===== src/rtl/gcd_pkg.sv =====
// Shared definitions for the subtractive GCD controller.
//   gcd_state_e      : controller FSM state encoding
//   DW_DEFAULT       : default operand/result width (matches the datapath)
//   IW_DEFAULT       : default iteration counter width
//   MAX_ITER_DEFAULT : default subtraction budget before abort
package gcd_pkg;

    localparam int unsigned DW_DEFAULT       = 16;
    localparam int unsigned IW_DEFAULT       = 16;
    localparam int unsigned MAX_ITER_DEFAULT = 65535;

    typedef enum logic [2:0] {
        StIdle,
        StLoadA,
        StLoadB,
        StRun,
        StDone
    } gcd_state_e;

endpackage


===== src/rtl/gcd_iter_cnt.sv =====
// Saturating iteration counter for the GCD controller.
// Ports:
//   clk    in        clock, all state on posedge
//   rst    in        synchronous active-high reset, clears the count
//   clr    in        clear the count (new operation)
//   inc    in        count one subtraction
//   count  out [IW]  subtractions performed so far
//   at_max out       count has reached MAX_ITER; further inc is ignored
module gcd_iter_cnt #(
    parameter int unsigned IW       = 16,
    parameter int unsigned MAX_ITER = 65535
) (
    input  logic          clk,
    input  logic          rst,
    input  logic          clr,
    input  logic          inc,
    output logic [IW-1:0] count,
    output logic          at_max
);

    localparam logic [IW-1:0] MaxCnt = IW'(MAX_ITER);

    logic [IW-1:0] count_q;
    logic [IW-1:0] count_d;

    assign at_max = (count_q == MaxCnt);
    assign count  = count_q;

    always_comb begin
        count_d = count_q;
        if (clr) begin
            count_d = '0;
        end else if (inc && !at_max) begin
            count_d = count_q + 1'b1;
        end
    end

    always_ff @(posedge clk) begin
        if (rst) begin
            count_q <= '0;
        end else begin
            count_q <= count_d;
        end
    end

endmodule


===== src/rtl/gcd_controller.sv =====
// Control FSM for the subtractive GCD datapath.
// Accepts an operand pair over valid/ready, loads the datapath registers, steps the
// subtract loop using the datapath compare flags, and returns the result over valid/ready
// together with the iteration count and an error flag.
// Ports:
//   clk, rst               clock; synchronous active-high reset
//   req_valid/req_ready    operand handshake (ready only in idle)
//   req_a, req_b   [DW]    operands
//   rsp_valid/rsp_ready    result handshake (valid only in done)
//   rsp_gcd        [DW]    result (0 when rsp_err)
//   rsp_err                both operands zero, or iteration budget exhausted
//   rsp_iters      [IW]    subtractions performed
//   dp_data_in     [DW]    operand driven onto the datapath bus
//   dp_ldA, dp_ldB         datapath register load strobes
//   dp_sel1, dp_sel2       subtractor X/Y mux selects (0=A, 1=B)
//   dp_sel_in              bus mux (1=dp_data_in, 0=subtractor)
//   dp_lt, dp_gt, dp_eq    datapath compare flags, A vs B
//   dp_result      [DW]    datapath register A
module gcd_controller
    import gcd_pkg::*;
#(
    parameter int unsigned DW       = DW_DEFAULT,
    parameter int unsigned IW       = IW_DEFAULT,
    parameter int unsigned MAX_ITER = MAX_ITER_DEFAULT
) (
    input  logic          clk,
    input  logic          rst,
    input  logic          req_valid,
    output logic          req_ready,
    input  logic [DW-1:0] req_a,
    input  logic [DW-1:0] req_b,
    output logic          rsp_valid,
    input  logic          rsp_ready,
    output logic [DW-1:0] rsp_gcd,
    output logic          rsp_err,
    output logic [IW-1:0] rsp_iters,
    output logic [DW-1:0] dp_data_in,
    output logic          dp_ldA,
    output logic          dp_ldB,
    output logic          dp_sel1,
    output logic          dp_sel2,
    output logic          dp_sel_in,
    input  logic          dp_lt,
    input  logic          dp_gt,
    input  logic          dp_eq,
    input  logic [DW-1:0] dp_result
);

    gcd_state_e    state_q, state_d;
    logic [DW-1:0] a_q, b_q;
    logic          err_q, err_d;
    logic          capture;
    logic          cnt_clr;
    logic          cnt_inc;
    logic          at_max;
    logic          a_zero;
    logic          b_zero;
    logic          ld_a_raw;
    logic          ld_b_raw;

    assign a_zero = (a_q == '0);
    assign b_zero = (b_q == '0);

    gcd_iter_cnt #(
        .IW       (IW),
        .MAX_ITER (MAX_ITER)
    ) u_iter_cnt (
        .clk    (clk),
        .rst    (rst),
        .clr    (cnt_clr),
        .inc    (cnt_inc),
        .count  (rsp_iters),
        .at_max (at_max)
    );

    always_comb begin
        state_d    = state_q;
        err_d      = err_q;
        capture    = 1'b0;
        cnt_clr    = 1'b0;
        cnt_inc    = 1'b0;
        req_ready  = 1'b0;
        rsp_valid  = 1'b0;
        dp_data_in = b_q;
        ld_a_raw   = 1'b0;
        ld_b_raw   = 1'b0;
        dp_sel1    = 1'b0;
        dp_sel2    = 1'b0;
        dp_sel_in  = 1'b0;

        unique case (state_q)
            StIdle: begin
                req_ready = 1'b1;
                if (req_valid) begin
                    capture = 1'b1;
                    cnt_clr = 1'b1;
                    err_d   = 1'b0;
                    state_d = StLoadA;
                end
            end
            StLoadA: begin
                // With a zero operand the other one is the answer, so park it in A.
                dp_sel_in  = 1'b1;
                ld_a_raw   = 1'b1;
                dp_data_in = a_zero ? b_q : a_q;
                if (a_zero || b_zero) begin
                    err_d   = a_zero && b_zero;
                    state_d = StDone;
                end else begin
                    state_d = StLoadB;
                end
            end
            StLoadB: begin
                dp_sel_in  = 1'b1;
                ld_b_raw   = 1'b1;
                dp_data_in = b_q;
                state_d    = StRun;
            end
            StRun: begin
                if (dp_eq) begin
                    state_d = StDone;
                end else if (at_max) begin
                    // Budget spent without converging: abort, no further load.
                    err_d   = 1'b1;
                    state_d = StDone;
                end else if (dp_gt) begin
                    ld_a_raw = 1'b1;
                    dp_sel2  = 1'b1;
                    cnt_inc  = 1'b1;
                end else if (dp_lt) begin
                    ld_b_raw = 1'b1;
                    dp_sel1  = 1'b1;
                    cnt_inc  = 1'b1;
                end
            end
            StDone: begin
                rsp_valid = 1'b1;
                if (rsp_ready) begin
                    state_d = StIdle;
                end
            end
            default: begin
                state_d = StIdle;
            end
        endcase
    end

    // Loads are suppressed during reset so a mid-operation reset cannot corrupt the datapath.
    assign dp_ldA  = ld_a_raw && !rst;
    assign dp_ldB  = ld_b_raw && !rst;

    assign rsp_err = err_q;
    assign rsp_gcd = err_q ? '0 : dp_result;

    always_ff @(posedge clk) begin
        if (rst) begin
            state_q <= StIdle;
            err_q   <= 1'b0;
            a_q     <= '0;
            b_q     <= '0;
        end else begin
            state_q <= state_d;
            err_q   <= err_d;
            if (capture) begin
                a_q <= req_a;
                b_q <= req_b;
            end
        end
    end

endmodule

===== config.mk =====
export PLATFORM = sky130hd
export DESIGN_NAME = gcd_controller
export DESIGN_NICKNAME = d
export VERILOG_FILES = /design/src/rtl/gcd_pkg.sv /design/src/rtl/gcd_iter_cnt.sv /design/src/rtl/gcd_controller.sv
export SDC_FILE = /design/constraint.sdc
export NUM_CORES = 1
export LEC_CHECK = 0
export BUFFER_PORTS_ARGS = -buffer_cell sky130_fd_sc_hd__buf_4
export CAP_MARGIN = 20
export CORE_MARGIN = 3
export CORE_UTILIZATION = 25
export DETAILED_ROUTE_END_ITERATION = 16
export GPL_ROUTABILITY_DRIVEN = 0
export REMOVE_ABC_BUFFERS = 1
export SLEW_MARGIN = 20
export SYNTH_ARGS = -nofsm -noshare
export SYNTH_HDL_FRONTEND = slang
export SYNTH_SLANG_ARGS = --single-unit

===== constraint.sdc =====
create_clock -name clk -period 3 [get_ports clk]
set_input_delay 0.3 -clock clk [delete_from_list [all_inputs] [get_ports clk]]
set_output_delay 0.3 -clock clk [all_outputs]
set_load 0.05 [all_outputs]

* Word level (Yosys, flattened, before mapping)
Index checks and enable logic that the tools add are counted.
** Storage, ports and cells
- Bits in registers :: 52
- Bits of input ports :: 55
- Output and inout bits :: 56
- Logic and storage cells :: 66
** Operators by class
- $add $sub $neg :: 1
- Eq/ne operators :: 11
- Mux-type cells :: 34
- Reduce and logical (&&, ||, !) cells :: 15
** Operator list (count)
- two-way mux 16 bit :: 3
- logical NOT 16 bit :: 2
- two-way mux 1 bit :: 22
- adder 16 x 1 -> 16 bit (second input constant) :: 1
- equality test 16 bit (second input constant) :: 1
- two-way mux 3 bit :: 5
- case mux 3 bit (5 select lines) :: 1
- inequality test 2 bit (second input constant) :: 4
- equality test 3 x 2 -> 1 bit (second input constant) :: 2
- AND reduction 5 bit :: 1
- logical AND 1 bit :: 4
- case mux 1 bit (2 select lines) :: 2
- OR reduction 2 bit :: 2
- equality test 3 x 1 -> 1 bit (second input constant) :: 1
- equality test 3 bit (second input constant) :: 1
- logical NOT 3 bit :: 1
- inequality test 3 x 2 -> 1 bit (second input constant) :: 1
- case mux 1 bit (3 select lines) :: 1
- AND reduction 3 bit :: 1
- nonzero test 3 bit :: 1
- logical NOT 1 bit :: 2
- inequality test 2 x 1 -> 1 bit (second input constant) :: 1
- logical OR 1 bit :: 1

* Logic depth before layout (Yosys ltp)
- Depth after elaboration :: 6
- Depth in mapped cells :: 7
- Depth with buffers taken out :: 6

* By module
Synthesis repeated with hierarchy kept, for this count alone.
** Second synthesis, totals
- Cell total of the unflattened synthesis :: 324
- Area, all modules :: 2652.5 um^2
** Modules (own cells, without submodules)
- gcd_controller :: times used 1, cells each 227, area each 1821.7 um^2, sequential area each 720.7 um^2
- gcd_iter_cnt :: times used 1, cells each 97, area each 830.8 um^2, sequential area each 320.3 um^2

* Worst setup path after synthesis
No wires, ideal clock.
- Path kind :: register to output
- Start point :: register u_iter_cnt.count_q[0] (netlist: u_iter_cnt.count[0])
- End point :: output dp_ldB
- Data arrival time :: 2.949 ns
- Required time :: 2.700 ns
- Path slack :: -0.249 ns
- Cell stages (with the launch flop) :: 7
- Buffers on the path :: 1
- Cell sequence :: dfxtp_1 ha_1 and4_1 and4_1 buf_2 nor4b_2 o21a_1
** On the way
- Word-level cells in the longest chain between the ends :: 5
** RTL lines
- from (decl) :: RTL line gcd_iter_cnt.sv:23 : logic [IW-1:0] count_q;
- from (signal assigned) :: RTL line gcd_iter_cnt.sv:42 : count_q <= count_d;
- equality test 16 bit :: RTL line gcd_iter_cnt.sv:26 : assign at_max = (count_q == MaxCnt);
- two-way mux 1 bit :: RTL line gcd_controller.sv:122 : end else if (at_max) begin
- two-way mux 1 bit :: RTL line gcd_controller.sv:120 : if (dp_eq) begin
- case mux 1 bit (2 select lines) :: RTL line gcd_controller.sv:91 : unique case (state_q)
- logical AND 1 bit :: RTL line gcd_controller.sv:150 : assign dp_ldB = ld_b_raw && !rst;
- to (decl) :: RTL line gcd_controller.sv:39 : output logic dp_ldB,
No other way between the ends.

* Worst setup path after layout
Ends and elaborated chain as after synthesis.

==> metrics.csv <==
stage,metric,value,unit
setup_path,RR Startpoint,state_q[2],
run,max cap viols,0,
route,DRC,0,
finish,post-route design area,0.00364,mm2
clocking,post-cts hold buffer count,0,
setup_path,crit path to,dp_ldB,
die,Die W,108,um
sta,Max Slew Vio Count,0,
die,full die area,0.0117,mm2
clocking,Root Buffer,clkbuf_8,
die,Initial Utilization,0.262,
sta,Tcrit/Tclk final,0.868,
placed_design,DP HPWL,5700,um
synthesis,synth top area cells,"dfxtp_1 40%, nand2_1 11%, a21oi_1 7.5%",
clocking,Max H-tree Level,2,
setup_path,"Req. time, crit path",2.70,ns
clocking,"CTS clk-pin slew, worst paths",0.10,ns
finish,P&R area growth vs syn,39.7,%
setup_path,CP endpoint kind,primary output,
global_route,number of global-route vias before repair,2426,
global_route,gr ovfl total,0,
finish,"commonest non-fill, non-tap cell in the layout",buf_4,
global_route,global-route wire length before repair,12100,um
die,IO Pins,111,
status,outcome,"complete, no violations",
clocking,Clock Latency Late Sink,0.30,ns
finish,"Core Util, Final",0.365,
route,vias per cell,4.64,
clocking,CTS tree,yes,
synthesis,Synth area leader,dfxtp_1,
clocking,clk sinks,52,
sta,worst slew pin tran,0.602,ns
sta,"Hold Vio Cnt, Final",0,
setup_path,Reg2Reg Capture Point,u_iter_cnt.count[13],
route,Initial DRT Pass Iterations,4,
route,antenna-violating nets left,0,
clocking,Num CTS Buffers,5,
finish,most frequent cells in the layout,"113 x buf_4, 74 x nand2_1, 52 x dfxtp_1",
synthesis,Seq cells post-synth,52,
route,DR vias,2592,
sta,RSZ-0062 raised after global routing,false,
route,DRT Wirelength,7590,um
synthesis,synth warn,0,
global_route,largest net degree at the start of global routing,36,
global_route,initial antenna violation count,0,
finish,FILL cells,1043,
synthesis,post-synthesis sequential area ratio,0.400,
die,core area,0.00995,mm2
sta,WHS,0.230,ns
setup_path,CP Data Arrival Time,2.30,ns
sta,Tmin final,2.60,ns
setup_path,crit path launch type,flop,
finish,# nets final,481,
synthesis,area share of the largest cell type after synthesis,0.400,
power_and_ir_drop,Leakage,1.51,nW
setup_path,crit path kind,reg2out,
placed_design,port bufs,110,
setup_path,FF-to-FF setup slack,1.01,ns
sta,slew margin rel.,0.598,
placed_design,placed cell area,0.00352,mm2
global_route,Total GRT Usage,0.128,
synthesis,syn avg cell area,8.04,um2
die,row count,36,
power_and_ir_drop,pwr/cell area,617,mW/mm2
sta,final setup vio count,0,
clocking,CTS resizes,0,
synthesis,Yosys cell types,40,
clocking,Bufs on Longest Clock Path,2,
route,DR iter-0 viols,93,
power_and_ir_drop,peak supply drop,0.307,mV
setup_path,Critical Path Start,u_iter_cnt.count[0],
sta,Final Skew,0.00726,ns
setup_path,critical path peak fanout,7,
finish,share of layout cells above drive strength 1,0.350,
synthesis,Syn Inst Count,324,
min_path,HP Class,in2reg,
finish,# diodes,0,
sta,Max Clk Rate,0.384,GHz
setup_path,R2R depth,6,
clocking,Post-CTS Setup Repair Bufs,0,
die,die height,108,um
route,routed length per instance,13.6,um
synthesis,"Cell Area, Synth",0.00260,mm2
worst max-delay path, stage by stage (launching register included):
cell and delay (ns):
dfxtp_1 0.37, ha_1 0.25, and4_1 0.26, and4_1 0.34, nor4b_2 0.36, o21a_1 0.21
buf_4 0.21
metrics by stage:
| step | instances | TNS (ns) | total power (W) | worst slack [ns] |
|---|---|---|---|---|
| 2_1_floorplan | 305 | -0.214 | 0.00145 | -0.214 |
| 3_3_place_gp | 551 | 0 | 0.00177 | 0.693 |
| 3_5_place_dp | 551 | 0 | 0.00177 | 0.712 |
| 4_1_cts | 559 | 0 | 0.00228 | 0.354 |
| 5_1_grt | 559 | 0 | 0.00237 | 0.225 |
| 6_report | 559 | 0 | 0.00224 | 0.397 |
flip-flops by register name, summed over array words and instances (netlist names):
signal / cells
u_iter_cnt.count: 16
b_q: 16
a_q: 16
state_q: 3
rsp_err: 1
worst min-delay path by stage:
stage,cells after the start,endpoint,start
after floorplan,1,a_q[0],rst
after global placement,2,a_q[2],a_q[2]
after detailed placement,2,a_q[1],a_q[1]
after CTS,3,a_q[1],req_a[1]
after global routing,3,b_q[5],req_b[5]
final,3,a_q[1],req_a[1]
synthesized netlist by cell type (all sizes together):
cell / count
a211oi: 1
a21oi: 39
a31o: 1
a31oi: 1
and2: 1
and3: 3
and4: 6
and4bb: 1
buf: 9
clkbuf: 10
dfxtp: 52
ha: 1
inv: 3
mux2: 16
mux2i: 2
nand2: 74
nand2b: 2
nand3: 9
nand4: 9
nor2: 20
nor2b: 17
nor3: 7
nor3b: 1
nor4: 10
nor4b: 1
o21a: 2
o21ai: 8
o41ai: 1
or2: 1
or3: 6
xnor2: 6
xor2: 4
final cells by class:
class	count	area (um2)	area share
well taps	133	166	0.0458
repair buffers	113	848	0.233
multi-input cells	250	1460	0.400
clock buffers	5	68.8	0.0189
flip-flops and latches	52	1040	0.286
inverters	3	11.3	0.00310
clock inverters	3	46.3	0.0127
where the power goes:
| group | internal [W] | leakage, nW | switching [W] |
|---|---|---|---|
| sequential | 0.000761 | 0.424 | 0.0000752 |
| combinational | 0.000320 | 1.03 | 0.000588 |
| clock | 0.000252 | 0.0548 | 0.000248 |
| total | 0.00133 | 1.51 | 0.000911 |
kinds of logic (layout without fill, tap and decap cells):
| logic type | count (synthesis) | in the layout | share of synthesized area |
|---|---|---|---|
| flip-flops | 52 | 52 | 0.400 |
| buffers and inverters | 22 | 124 | 0.0413 |
| multiplexers | 18 | 18 | 0.0769 |
| adder cells (fa/ha/maj) | 1 | 1 | 0.00480 |
| XOR/XNOR | 10 | 10 | 0.0336 |
| AO/OA/AOI/OAI | 53 | 53 | 0.108 |
| AND/OR/NAND/NOR | 168 | 168 | 0.335 |
routing by layer:
layer	wire length (um)	GRT usage	part of all wire	vias to the layer above
met4	43	0.0261	0.0057	0
met5	0	0	0	-
met3	444	0.0299	0.059	7
met2	3520	0.209	0.46	65
li1	-	-	-	1323
met1	3590	0.173	0.47	1197
No activity file was read; power rests on OpenSTA's default activity.
